<file path="src/rtl/mips_multicycle_controller.sv">
// Multi-cycle MIPS control FSM: sequences fetch/decode/execute/memory/writeback
// over a shared memory and single ALU, with a mem_ready stall watchdog.
module mips_multicycle_controller #(
    parameter int ALUOP_W     = 2,
    parameter int MEM_TIMEOUT = 255,
    parameter int TO_W        = 8
) (
    input  logic               clk,
    input  logic               rst,
    input  logic [5:0]         opCode,
    input  logic [5:0]         func,
    input  logic               zero,
    input  logic               mem_ready,
    output logic               pcWrite,
    output logic               iorD,
    output logic               memRead,
    output logic               memWrite,
    output logic               irWrite,
    output logic [1:0]         regDst,
    output logic [1:0]         regSrc,
    output logic               regWrite,
    output logic               ALUSrcA,
    output logic [1:0]         ALUSrcB,
    output logic [ALUOP_W-1:0] ALUOp,
    output logic [1:0]         pcSrc,
    output logic               illegal,
    output logic               memFault,
    output logic [3:0]         state
);
    // Encoding is fixed so the debug state port is stable across builds.
    typedef enum logic [3:0] {
        S_IDLE     = 4'd0,
        S_FETCH    = 4'd1,
        S_DECODE   = 4'd2,
        S_MEMADR   = 4'd3,
        S_MEMRD    = 4'd4,
        S_MEMWB    = 4'd5,
        S_MEMWR    = 4'd6,
        S_RTYPE_EX = 4'd7,
        S_RTYPE_WB = 4'd8,
        S_IMM_EX   = 4'd9,
        S_IMM_WB   = 4'd10,
        S_BRANCH   = 4'd11,
        S_JUMP     = 4'd12,
        S_JAL      = 4'd13,
        S_JR       = 4'd14
    } state_t;

    localparam logic [5:0] OP_RTYPE = 6'd0,  OP_J    = 6'd2,  OP_JAL = 6'd3;
    localparam logic [5:0] OP_BEQ   = 6'd4,  OP_BNE  = 6'd5,  OP_ADDI = 6'd8;
    localparam logic [5:0] OP_SLTI  = 6'd10, OP_LW   = 6'd35, OP_SW  = 6'd43;
    localparam logic [5:0] FN_JR    = 6'd8,  FN_ADD  = 6'd32, FN_SUB = 6'd34;
    localparam logic [5:0] FN_SLT   = 6'd42;

    state_t          state_reg, state_next;
    logic [TO_W-1:0] stall_reg, stall_next;
    logic [1:0]      alu_sel;
    logic            waiting;
    logic            timeout;

    always_ff @(posedge clk or posedge rst) begin
        if (rst) begin
            state_reg <= S_IDLE;
            stall_reg <= '0;
        end else begin
            state_reg <= state_next;
            stall_reg <= stall_next;
        end
    end

    assign timeout = (MEM_TIMEOUT != 0) && (stall_reg == TO_W'(MEM_TIMEOUT)) && !mem_ready;
    // Counting only while parked in a wait state; any exit or a fault restarts it.
    assign stall_next = (waiting && !mem_ready && !timeout) ? stall_reg + 1'b1 : '0;

    always_comb begin
        state_next = state_reg;
        pcWrite    = 1'b0;
        iorD       = 1'b0;
        memRead    = 1'b0;
        memWrite   = 1'b0;
        irWrite    = 1'b0;
        regDst     = 2'd0;
        regSrc     = 2'd0;
        regWrite   = 1'b0;
        ALUSrcA    = 1'b0;
        ALUSrcB    = 2'd0;
        alu_sel    = 2'd0;
        pcSrc      = 2'd0;
        illegal    = 1'b0;
        memFault   = 1'b0;
        waiting    = 1'b0;
        case (state_reg)
            S_IDLE: state_next = S_FETCH;
            S_FETCH: begin
                memRead = 1'b1;
                ALUSrcB = 2'd1;
                waiting = 1'b1;
                if (mem_ready) begin
                    irWrite    = 1'b1;
                    pcWrite    = 1'b1;
                    state_next = S_DECODE;
                end else if (timeout) begin
                    memFault = 1'b1;
                end
            end
            S_DECODE: begin
                ALUSrcB = 2'd3;
                case (opCode)
                    OP_RTYPE: begin
                        if (func == FN_ADD || func == FN_SUB || func == FN_SLT)
                            state_next = S_RTYPE_EX;
                        else if (func == FN_JR)
                            state_next = S_JR;
                        else begin
                            illegal    = 1'b1;
                            state_next = S_FETCH;
                        end
                    end
                    OP_LW, OP_SW:     state_next = S_MEMADR;
                    OP_ADDI, OP_SLTI: state_next = S_IMM_EX;
                    OP_BEQ, OP_BNE:   state_next = S_BRANCH;
                    OP_J:             state_next = S_JUMP;
                    OP_JAL:           state_next = S_JAL;
                    default: begin
                        illegal    = 1'b1;
                        state_next = S_FETCH;
                    end
                endcase
            end
            S_RTYPE_EX: begin
                ALUSrcA    = 1'b1;
                alu_sel    = (func == FN_SUB) ? 2'd1 : (func == FN_SLT) ? 2'd2 : 2'd0;
                state_next = S_RTYPE_WB;
            end
            S_RTYPE_WB: begin
                regDst     = 2'd1;
                regSrc     = 2'd2;
                regWrite   = 1'b1;
                state_next = S_FETCH;
            end
            S_IMM_EX: begin
                ALUSrcA    = 1'b1;
                ALUSrcB    = 2'd2;
                alu_sel    = (opCode == OP_SLTI) ? 2'd2 : 2'd0;
                state_next = S_IMM_WB;
            end
            S_IMM_WB: begin
                regSrc     = 2'd2;
                regWrite   = 1'b1;
                state_next = S_FETCH;
            end
            S_MEMADR: begin
                ALUSrcA    = 1'b1;
                ALUSrcB    = 2'd2;
                state_next = (opCode == OP_LW) ? S_MEMRD : S_MEMWR;
            end
            S_MEMRD: begin
                iorD    = 1'b1;
                memRead = 1'b1;
                waiting = 1'b1;
                if (mem_ready) state_next = S_MEMWB;
                else if (timeout) begin
                    memFault   = 1'b1;
                    state_next = S_FETCH;
                end
            end
            S_MEMWB: begin
                regSrc     = 2'd1;
                regWrite   = 1'b1;
                state_next = S_FETCH;
            end
            S_MEMWR: begin
                iorD     = 1'b1;
                memWrite = 1'b1;
                waiting  = 1'b1;
                if (mem_ready) state_next = S_FETCH;
                else if (timeout) begin
                    memFault   = 1'b1;
                    state_next = S_FETCH;
                end
            end
            S_BRANCH: begin
                ALUSrcA    = 1'b1;
                alu_sel    = 2'd1;
                pcSrc      = 2'd1;
                pcWrite    = (opCode == OP_BNE) ? ~zero : zero;
                state_next = S_FETCH;
            end
            S_JUMP: begin
                pcSrc      = 2'd2;
                pcWrite    = 1'b1;
                state_next = S_FETCH;
            end
            S_JAL: begin
                pcSrc      = 2'd2;
                pcWrite    = 1'b1;
                regDst     = 2'd2;
                regWrite   = 1'b1;
                state_next = S_FETCH;
            end
            S_JR: begin
                pcSrc      = 2'd3;
                pcWrite    = 1'b1;
                state_next = S_FETCH;
            end
            default: state_next = S_IDLE;
        endcase
    end

    assign ALUOp = ALUOP_W'(alu_sel);
    assign state = state_reg;
endmodule
</file>
<file path="config.mk">
export PLATFORM = sky130hd
export DESIGN_NAME = mips_multicycle_controller
export DESIGN_NICKNAME = d
export VERILOG_FILES = /design/src/rtl/mips_multicycle_controller.sv
export SDC_FILE = /design/constraint.sdc
export NUM_CORES = 1
export LEC_CHECK = 0
export ABC_AREA = 1
export CAP_MARGIN = 20
export CORE_UTILIZATION = 41
export CTS_CLUSTER_SIZE = 24
export DETAILED_ROUTE_END_ITERATION = 10
export PLACE_DENSITY_LB_ADDON = 0.12
export RECOVER_POWER = 100
export SLEW_MARGIN = 20
export SYNTH_ARGS = -nofsm -noshare
export SYNTH_HDL_FRONTEND = slang
export SYNTH_SLANG_ARGS = --single-unit
export TNS_END_PERCENT = 10
</file>
<file path="constraint.sdc">
create_clock -name clk -period 1.3 [get_ports clk]
set_input_delay 0.195 -clock clk [delete_from_list [all_inputs] [get_ports clk]]
set_output_delay 0.195 -clock clk [all_outputs]
set_load 0.02 [all_outputs]
</file>
==> impl_metrics.ini <==
[timing]
worstMarginPinSlew_ns = 0.505
setup_viol = 32
fin_ws_ns = -0.428
slew_violations = 0
hold_viol = 0
fmax_mhz = 579
fin_crit_ns = 1.73
fin_worst_skew_ns = 0.0151
period_share_pct = 133
rsz0062_at_grt = true
slew_headroom_pct = 66.3

[status]
violations = negative setup slack
status = complete, but fails checks

[clocking]
cts_hold_buf = 0
cts_sinks = 12
insertion_delay_ns = 0.29
cts_root_buf = clkbuf_4
cts_tree = yes
cts_buffers = 3
clockBufferDepth = 2
clkTransAtPathRegs_ns = 0.10
cts_max_level = 1

[run]
cap_violations = 0

[power_and_ir_drop]
vdd_drop_max_uv = 1540
p_leak_uw = 0.00114
powerDensity_mw_per_mm2 = 1610

[die]
io_pins = 39
num_rows = 18
fp.dieH_um = 54.4
start_util_pct = 44.3
dieWidth_um = 54.4
fp.dieArea_mm2 = 0.00296
core_mm2 = 0.00254

[synthesis]
synthMostInstantiatedCell = nor2_1
yosys.area.top_type = dfrtp_1
synthesis.area_mm2 = 0.00113
syn_avg_cell_area_um2 = 6.19
synth_seq_cells = 12
synth_edf_count = 0
synth_common_cells = 43 x nor2_1, 39 x nand2_1, 27 x inv_1
yosysTopAreaCellShare_pct = 26.6
synth.area.top_cells = dfrtp_1 27%, nor2_1 14%, nand2_1 13%, inv_1 9.0%, nand3_1 6.2%
synth.distinct_cells = 29
synth_ff_type = dfrtp_1
async_reset_ff_share_pct = 100
synth_warnings = 0
syn_inst = 182
synthesis.nets = 199
ys_seq_area_share_pct = 26.6

[placed_design]
io_buffers = 38
gp_congestion = 0.908
hpwl_um = 3160
pre_cts_slack_ns = -0.879

[global_route]
use_met3_pct = 4.44
grt_most_used_layer = met2
antenna_found_initial = 0
grtUsageMet1_pct = 32.9
overflow = 0
use_met2_pct = 57.9
grt.total_usage_pct = 30.2
grt_pass1_vias = 1606
grt_max_degree = 13
grt_pass1_wl_um = 6450

[worst_setup_path]
start_kind = flip-flop
slowest_delay_ns = 0.51
crit_path_end_kind = primary output
worstPathArrival_ns = 1.53
critPathMaxFanout = 7
crit_chain = nor2_4, nand2_4, a31oi_1, o21ai_1, nand3b_1, buf_6
worst_path_max_delay_cell = dfrtp_2
cp.required_ns = 1.11
critPathKind = reg -> out
path_buf_inv = 1
crit_family = flip-flops

[finish]
fin_nets = 300
drive_gt1_share_pct = 49.3
area_delta_synth_final_pct = 90.7
multi_input_area_um2 = 837
fin_util_pct = 84.5
largest_reg_flops = 8
regArea_um2 = 305
diodes = 0
fillers = 159

[route]
drc = 0
firstDrtPassIters = 4
via_count = 1633
drt_iter0_markers = 75
avgRoutedWirePerCell_um = 14.8
final_antenna_net_count = 0
viasPerCell = 5.23
wl_um = 4610

[min_path]
worstHoldPathType = in -> async
worst paths after layout:
check                      slack (ns)      endpoint  cells after the start          from
max in group asynchronous        0.55      state[0]                      2           rst
max                             -0.43       pcWrite                      6      state[2]
min in group clk                 0.63      state[2]                      7     opCode[5]
min reg2reg                      0.66  stall_reg[7]                      3  stall_reg[7]
min                              0.37      state[2]                      2           rst
max reg2reg                     -0.31      state[0]                     10      state[3]
per-stage QoR:
step | power, uW | setup TNS (ns) | hold WS (ns) | area, um^2 | cells
2_1_floorplan | 1680 | -0.719 | 0.0594 | 1170 | 182
3_3_place_gp | 2830 | -12.30 | 0.525 | 1990 | 304
3_5_place_dp | 2890 | -13.41 | 0.542 | 1990 | 304
4_1_cts | 3230 | -7.16 | 0.252 | 2050 | 311
5_1_grt | 3640 | -9.64 | 0.434 | 2150 | 312
6_report | 3460 | -7.93 | 0.369 | 2150 | 312
cell usage in the layout, fill, tap and decap left out, types with 8 or more instances in the layout:
cell type	instances
dfrtp_1	8
inv_2	8
nor2_4	9
nor2_1	31
buf_6	12
clkdlybuf4s50_1	11
nand3_1	13
buf_4	66
nand2_1	33
inv_1	21
timing repair:
item                       in CTS  in global routing
buffers inserted                3                  1
gates resized for setup       128                 25
cloned                          0                  0
pin swaps                       6                  8
setup endpoints to repair      35                 32
worst reg2reg max path: stages (launching register included):
cell,delay (ns)
dfrtp_2,0.44
inv_4,0.12
nor2_4,0.06
buf_4,0.16
inv_2,0.07
o22ai_2,0.08
buf_4,0.14
nor2_1,0.12
nand2_1,0.08
nor2_1,0.12
nand3b_1,0.09
area by class of cell:
type | instances | share of cell area, %
tap | 30 | 1.75
inverter | 31 | 5.65
timing repair buffer | 97 | 37.8
sequential | 12 | 14.2
clock buffer | 4 | 1.69
multi-input combinational | 138 | 38.9
cells by family (layout without fill, tap and decap cells):
kind of cell / count (synthesis) / after routing / synth area share (%)
adder cells (fa/ha/maj): 1 / 1 / 1.11
buffers and inverters: 32 / 132 / 11.3
AND/OR/NAND/NOR: 120 / 120 / 49.9
flip-flops: 12 / 12 / 26.6
AO/OA/AOI/OAI: 16 / 16 / 10.2
XOR/XNOR: 1 / 1 / 0.777
routing by layer:
metal	vias up	part of all wire, %
li1	780	-
met1	770	40
met2	69	53
met3	14	4.8
met4	0	2.1
met5	-	0
power breakdown:
| part | switching (uW) | internal (uW) |
|---|---|---|
| Clock | 150 | 170 |
| Combinational | 1360 | 1200 |
| Sequential | 122 | 452 |
(Power assumes the default switching activity.)
